[config.mk]
export PLATFORM = sky130hd
export DESIGN_NAME = cmd_interp_out_regbank
export DESIGN_NICKNAME = d
export VERILOG_FILES = /design/src/rtl/cmd_interp_out_regbank.sv
export SDC_FILE = /design/constraint.sdc
export NUM_CORES = 1
export LEC_CHECK = 0
export CAP_MARGIN = 10
export CORE_MARGIN = 2
export CORE_UTILIZATION = 35
export DETAILED_ROUTE_END_ITERATION = 7
export GPL_TIMING_DRIVEN = 0
export PLACE_DENSITY = 0.59
export SKIP_CTS_REPAIR_TIMING = 1
export SYNTH_ARGS = -nofsm -noshare
export SYNTH_HDL_FRONTEND = slang
export SYNTH_SLANG_ARGS = --single-unit
export TNS_END_PERCENT = 5
[constraint.sdc]
create_clock -name clk -period 6.4 [get_ports clk]
set_input_delay 1.28 -clock clk [delete_from_list [all_inputs] [get_ports clk]]
set_output_delay 1.28 -clock clk [all_outputs]
set_load 0.05 [all_outputs]
[src/rtl/cmd_interp_out_regbank.sv]
// Output register bank for the calculator command interpreter: SLOTS indexed
// registers with valid flags, streamed out in ascending index order on request.
module cmd_interp_out_regbank #(
    parameter  int WIDTH = 8,
    parameter  int SLOTS = 4,
    localparam int SW    = $clog2(SLOTS),
    localparam int CW    = $clog2(SLOTS + 1)
) (
    input  logic             clk,
    input  logic             rst,
    input  logic [WIDTH-1:0] in,
    input  logic             load,
    input  logic [SW-1:0]    load_sel,
    input  logic             send,
    input  logic             clear,
    output logic [WIDTH-1:0] out,
    output logic             out_valid,
    input  logic             out_ready,
    output logic             busy,
    output logic             done,
    output logic [CW-1:0]    count,
    output logic             err,
    output logic             state_dbg
);

    // Handshake: a value transfers on every rising edge where out_valid and
    // out_ready are both high; out/out_valid hold steady while out_ready is low.

    typedef enum logic {IDLE = 1'b0, SEND = 1'b1} state_t;

    state_t           state;
    logic [WIDTH-1:0] slot [SLOTS];
    logic [SLOTS-1:0] vld;
    logic [SLOTS-1:0] vld_n;
    logic [SW-1:0]    idx;
    logic [SW-1:0]    nxt_idx;
    logic             nxt_found;
    logic             wr_bad;
    logic             wr_ok;
    logic             accept;
    logic [CW-1:0]    cnt_n;

    always_comb begin
        accept = (state == SEND) && out_ready;
        // The presented slot is locked so the value on out cannot change under the sink.
        wr_bad = (int'(load_sel) >= SLOTS) || ((state == SEND) && (load_sel == idx));
        wr_ok  = load && !wr_bad;

        vld_n = vld;
        if (accept) vld_n[idx] = 1'b0;
        if (wr_ok)  vld_n[load_sel] = 1'b1;

        // Lowest valid slot; while sending only slots above idx are eligible.
        nxt_found = 1'b0;
        nxt_idx   = '0;
        for (int i = SLOTS - 1; i >= 0; i--) begin
            if (vld_n[i] && ((state == IDLE) || (i > int'(idx)))) begin
                nxt_found = 1'b1;
                nxt_idx   = SW'(i);
            end
        end

        cnt_n = '0;
        for (int i = 0; i < SLOTS; i++) begin
            cnt_n = cnt_n + CW'(vld_n[i]);
        end
    end

    always_ff @(posedge clk or negedge rst) begin
        if (!rst) begin
            state <= IDLE;
            idx   <= '0;
            vld   <= '0;
            count <= '0;
            done  <= 1'b0;
            err   <= 1'b0;
            for (int i = 0; i < SLOTS; i++) slot[i] <= '0;
        end else begin
            done <= 1'b0;
            err  <= 1'b0;
            if (clear) begin
                state <= IDLE;
                idx   <= '0;
                vld   <= '0;
                count <= '0;
                for (int i = 0; i < SLOTS; i++) slot[i] <= '0;
            end else begin
                err   <= load && wr_bad;
                if (wr_ok) slot[load_sel] <= in;
                vld   <= vld_n;
                count <= cnt_n;
                case (state)
                    IDLE: begin
                        if (send) begin
                            if (nxt_found) begin
                                state <= SEND;
                                idx   <= nxt_idx;
                            end else begin
                                done <= 1'b1;
                            end
                        end
                    end
                    SEND: begin
                        if (accept) begin
                            if (nxt_found) begin
                                idx <= nxt_idx;
                            end else begin
                                state <= IDLE;
                                done  <= 1'b1;
                            end
                        end
                    end
                    default: state <= IDLE;
                endcase
            end
        end
    end

    assign busy      = (state == SEND);
    assign out_valid = (state == SEND);
    assign out       = (state == SEND) ? slot[idx] : '0;
    assign state_dbg = state;

endmodule

---- Word level (Yosys, flattened, before mapping) ----
Cells that the tools add are included.
storage, ports and cells
  flip-flop bits (word level) ............. 44
  input port bits ......................... 16
  logic and storage cells ................. 90
cells by class
  add/subtract/negate cells ............... 3
  order comparisons ....................... 10
  equality and inequality tests ........... 3
  multiplexer cells ....................... 41
  bitwise logic cells ..................... 6
  reduce and logical (&&, ||, !) cells .... 17
operators by type and width
  operator                                                                      count
  32-bit 2-to-1 mux                                                             2
  32-bit bitwise mux                                                            1
  8-bit 2-to-1 mux                                                              4
  8-bit binary-select mux with 2-bit select                                     1
  8-bit demux with 2-bit select                                                 1
  2-bit 2-to-1 mux                                                              8
  1-bit 2-to-1 mux                                                              15
  4-bit 2-to-1 mux                                                              3
  1-bit logical AND                                                             11
  3-bit >= comparator, second input constant                                    2
  2-bit by 3-bit less-than comparator with 1-bit output, second input constant  2
  2-bit NOT with 3-bit output                                                   2
  4-bit bitwise AND                                                             1
  1-bit demux with 2-bit select                                                 2
  2-bit by 1-bit >= comparator with 1-bit output, second input constant         2
  2-bit greater-than comparator, first input constant                           2
  4-bit NOT                                                                     1
  4-bit OR                                                                      1
  1-bit case mux with 2 select lines                                            2
  2-bit case mux with 2 select lines                                            1
  2-bit by 1-bit adder with 3-bit output                                        1
  3-bit by 1-bit adder with 3-bit output                                        1
  1-bit logical OR                                                              3
  3-bit by 1-bit less-than comparator with 1-bit output, second input constant  1
  10 further kinds                                                              10

---- Logic depth before layout (Yosys ltp) ----
Gate-level depths: netlist of the first run.
  depth in word-level cells ............... 18
  mapped depth ............................ 9
  depth with buffers taken out ............ 8

---- Worst setup path before layout of the first run ----
Ideal clock, no wire load.
  path type ............................... in2reg
  start ................................... in load_sel[1]
  end ..................................... reg count[1]
  library setup time ...................... 130 ps
  arrival time ............................ 2841 ps
  slack ................................... 3429 ps
  cell stages on the path ................. 7
  path through ............................ nor3b_2 > a22oi_4 > fa_1 > inv_1 > ha_1 > ha_1 > nor2b_1
on the way
  longest elaborated chain between the ends .. 10
  elaborated cells between the ends (all ways) .. 15
ends and longest elaborated chain
  item                                                                                                                                                  line  RTL
  start: declaration                                                                                                                                    13    input logic [SW-1:0] load_sel,
  2-bit by 3-bit less-than comparator with 1-bit output (not written as such) / 2-bit by 1-bit >= comparator with 1-bit output (equally long branches)  51    if (wr_ok) vld_n[load_sel] = 1'b1;
  1-bit logical AND (not written as such)                                                                                                               51
  1-bit 2-to-1 mux (not written as such)                                                                                                                51
  1-bit demux with 2-bit select                                                                                                                         51
  4-bit OR (no source line)                                                                                                                             -
  4-bit 2-to-1 mux (*)                                                                                                                                  51
  1-bit by 1-bit adder with 2-bit output                                                                                                                65    cnt_n = cnt_n + CW'(vld_n[i]);
  2-bit by 1-bit adder with 3-bit output                                                                                                                65
  3-bit by 1-bit adder with 3-bit output (*)                                                                                                            65
  3-bit 2-to-1 mux (*)                                                                                                                                  81    if (clear) begin
  end signal: assignment                                                                                                                                91    count <= cnt_n;
  end: declaration                                                                                                                                      21    output logic [CW-1:0] count,
Mark *: on every way between the ends. The rest lies on a longest branch, timed or not.
A chain may end at the register's enable or synchronous reset.

---- Final worst setup path of the first run ----
  start ................................... reg idx[0]
  end ..................................... out out[6]
on the way
  longest elaborated chain between the ends .. 5
ends and longest elaborated chain
  item                                                  line  RTL
  start: declaration                                    35    logic [SW-1:0] idx;
  start signal: assignment                              97    idx <= nxt_idx;
  start signal: assignment                              106   idx <= nxt_idx;
  2-bit NOT with 3-bit output (not written as such)     121   assign out = (state == SEND) ? slot[idx] : '0;
  8-bit binary-select mux with 2-bit select             121
  8-bit 2-to-1 mux (not written as such) (2 in series)  121
  8-bit 2-to-1 mux                                      121
  end: declaration                                      16    output logic [WIDTH-1:0] out,
No other way between the ends. The select of a mux whose other input is x is not followed.

==> results of run 1 <==
[worst paths after layout]
kind / to / slack, ns / cells after the start
max in group asynchronous: slot[15] / 5.06 / 2
setup reg to reg: count[1] / 4.02 / 9
min in group asynchronous: slot[4] / 0.86 / 1
hold / removal: slot[26] / 0.52 / 2
setup / recovery: out[6] / 2.51 / 5
hold reg to reg: slot[26] / 0.52 / 2
[final cells by class]
type,count,area (sq um)
plain buffers,16,88.8
repair buffers,31,315
well taps,80,100
clock buffers,7,86.3
multi-input cells,150,1170
clock inverters,1,7.51
fillers,653,3790
inverters,6,22.5
flip-flops and latches,44,1100
[cells in the final DEF (no fill, tap or decap), types with 7 or more instances in the layout]
cell type	Yosys	final
nand2_1	11	11
nand3_1	9	9
nor2_1	35	35
dfrtp_1	44	44
a21oi_1	15	15
mux4_2	8	8
clkdlybuf4s50_1	0	29
mux2i_1	24	24
and2_1	8	8
clkbuf_1	6	7
[flip-flops by register name, indices dropped and copies added, names as in the netlist]
register	cells
idx	2
slot	32
err	1
vld	4
count	3
done	1
busy	1
[worst min-delay path, cell delays in order (launching register included)]
cell	delay (ns)
dfrtp_1	0.35
mux2i_1	0.07
nor2_1	0.07
[metrics by stage]
step | area (sq um) | std cells | setup WS (ns) | power, mW | hold slack, ns
finish | 2890 | 335 | 2.51 | 0.634 | 0.523
global route | 2890 | 335 | 2.37 | 0.667 | 0.547
CTS | 2890 | 335 | 2.48 | 0.640 | 0.526
detailed placement | 2800 | 327 | 2.66 | 0.455 | 0.506
global placement | 2780 | 326 | 2.68 | 0.453 | 0.497
floorplan | 2380 | 216 | 3.43 | 0.402 | 0.481
[cells by family after synthesis]
kind of cell	after synthesis
and+or+nand+nor	82
DFF	44
muxes	33
AOI/OAI and AO/OA	30
buffers and inverters	22
adders and majority gates	3
xor gates and xnor gates	2
[power groups by stage]
stage | sequential (mW) | clock (mW) | combinational (mW)
2_1_floorplan | 0.315 | 0 | 0.0874
3_3_place_gp | 0.304 | 0 | 0.149
3_5_place_dp | 0.304 | 0 | 0.151
4_1_cts | 0.299 | 0.190 | 0.151
5_1_grt | 0.300 | 0.203 | 0.164
6_report | 0.299 | 0.186 | 0.149
[layer usage]
layer / wire, microns / global-route usage, %
met1: 2680 / 24.0
met2: 2570 / 25.2
met3: 264 / 3.43
met4: 73 / 5.11
met5: 0 / 0
==> metrics.yaml, run 1 <==
seqPwrFrac_pct: 47.1
dr.pass1.iters: 6
htree_num_levels: 2
p_comb_share_pct: 23.6
grt_overflow: 0
fin_setup_tns_ns: 0
cp_top_family: "buffers and inverters"
critical-path-max-stage-delay_ns: 0.70
cts_root_buf: "clkbuf_8"
clk_path_buf_depth: 2
cp_common_cell: "buf_2"
die_x_microns: 86.5
insertedDiodeCount: 0
yosysSeqAreaShare_pct: 46.2
intPower_mw: 0.440
p_sw_share_pct: 30.6
grt_max_degree: 34
crit_path_max_fanout: 10
slowest_stage: "clkdlybuf4s50_1"
synth_cells: 216
clockPowerShare_pct: 29.4
cp.required_ns: 5.12
r2r_start: "busy"
max-slew-margin-rel_pct: 59.4
synthDistinctLibCells: 46
grt_pass1_wl_microns: 9400
synthTopCellsByArea: "dfrtp_1 46%, mux2i_1 10%, mux4_2 7.6%"
io-pin-count: 32
dieArea_sq_um: 7480
synth-xor-area-share_pct: 0.736
synth_area_sq_um: 2380
yosys.area_share.simple_pct: 18.7
synth_top_family_by_area: "simple AND/OR/NAND/NOR gates"
drt_iter0_markers: 129
finalClockSkew_ns: 0.00700
ys_ff_latch: 44
rsz0062_at_grt: "false"
drc: 0
die_y_microns: 86.5
cts_tree: "done"
routed_wl_microns: 5580
powerDensity_nw_per_um2: 219
p_leak_nw: 1.26
status: "finished, final reports clean"
synth_compound_area_share_pct: 9.51
netlist.area_leader.share_pct: 46.2
synth_area_per_cell_sq_um: 11.0
synth_most_common_cell: "dfrtp_1"
antenna_found_initial: 0
synth_largest_area_cell: "dfrtp_1"
synth_warnings: 0
syn_to_final_growth_pct: 21.4
insertion_delay_ns: 0.30
first_global_vias: 1787
ys.flop_type: "dfrtp_1"
num_rows: 30
gp_congestion: 0.807
drive_above_1_share_pct: 15.7
p_sw_mw: 0.194
critPathBufInv: 3
slew_viol_final: 0
setup_violations: 0
num_vias: 1755
worstSetupPathType: "reg -> out"
track_usage_pct: 16.6
wl_per_cell_microns: 16.7
tightest_slew_ns: 0.610
port_buffers: 30
cap_viol_max_count: 0
synthAdderAreaFrac_pct: 1.89
viasPerCell: 5.24
worstSetupStartpointType: "flip-flop"
final_util_pct: 43.3
clk_pin_slew_worst_paths_ns: 0.08
synth_edf_count: 0
vdd_drop_max_mv: 0.127
hp-class: "reg -> reg"
crit_chain: "buf_2, buf_2, mux4_2, and2_1, clkdlybuf4s50_1"
critPathCaptureType: "output port"
numCtsBuffers: 5
cp-startpoint: "idx[0]"
coreArea_sq_um: 6680
synth_mux_area_share_pct: 18.2
fin_crit_ns: 3.89
clkSinkCount: 44
syn_nets: 235
synthArstFlopShare_pct: 100
arrival_ns: 2.61
max_freq_mhz: 257
initial_core_util_pct: 35.6
synthTopCellsByCount: "44 x dfrtp_1, 35 x nor2_1, 24 x mux2i_1"
nets: 273
dp_hpwl_microns: 3780
detail-route-antenna-nets: 0
worstHoldStart: "slot[26]"
hold_viol_final: 0
period_share_pct: 60.8
Power figures use the tool's default switching activity.
==> run 2: changes to the inputs <==
- clock period: 6.4 -> 3.6 ns (I/O delays scaled with it)
==> results of run 2 <==
The final DEF is identical to that of run 1. Status: finished, final reports clean.
Among the figures that moved: setup slack after placement 2.66 ns -> 0.422 ns; clock-pin slew on the worst setup and hold paths 0.08 ns -> 0.09 ns; setup slack after layout 2.51 ns -> 0.272 ns; hold slack 0.523 ns -> 0.296 ns; register-to-register setup slack 4.02 ns -> 1.22 ns; total power 0.634 mW -> 1.13 mW; worst IR drop on VDD 0.127 mV -> 0.225 mV
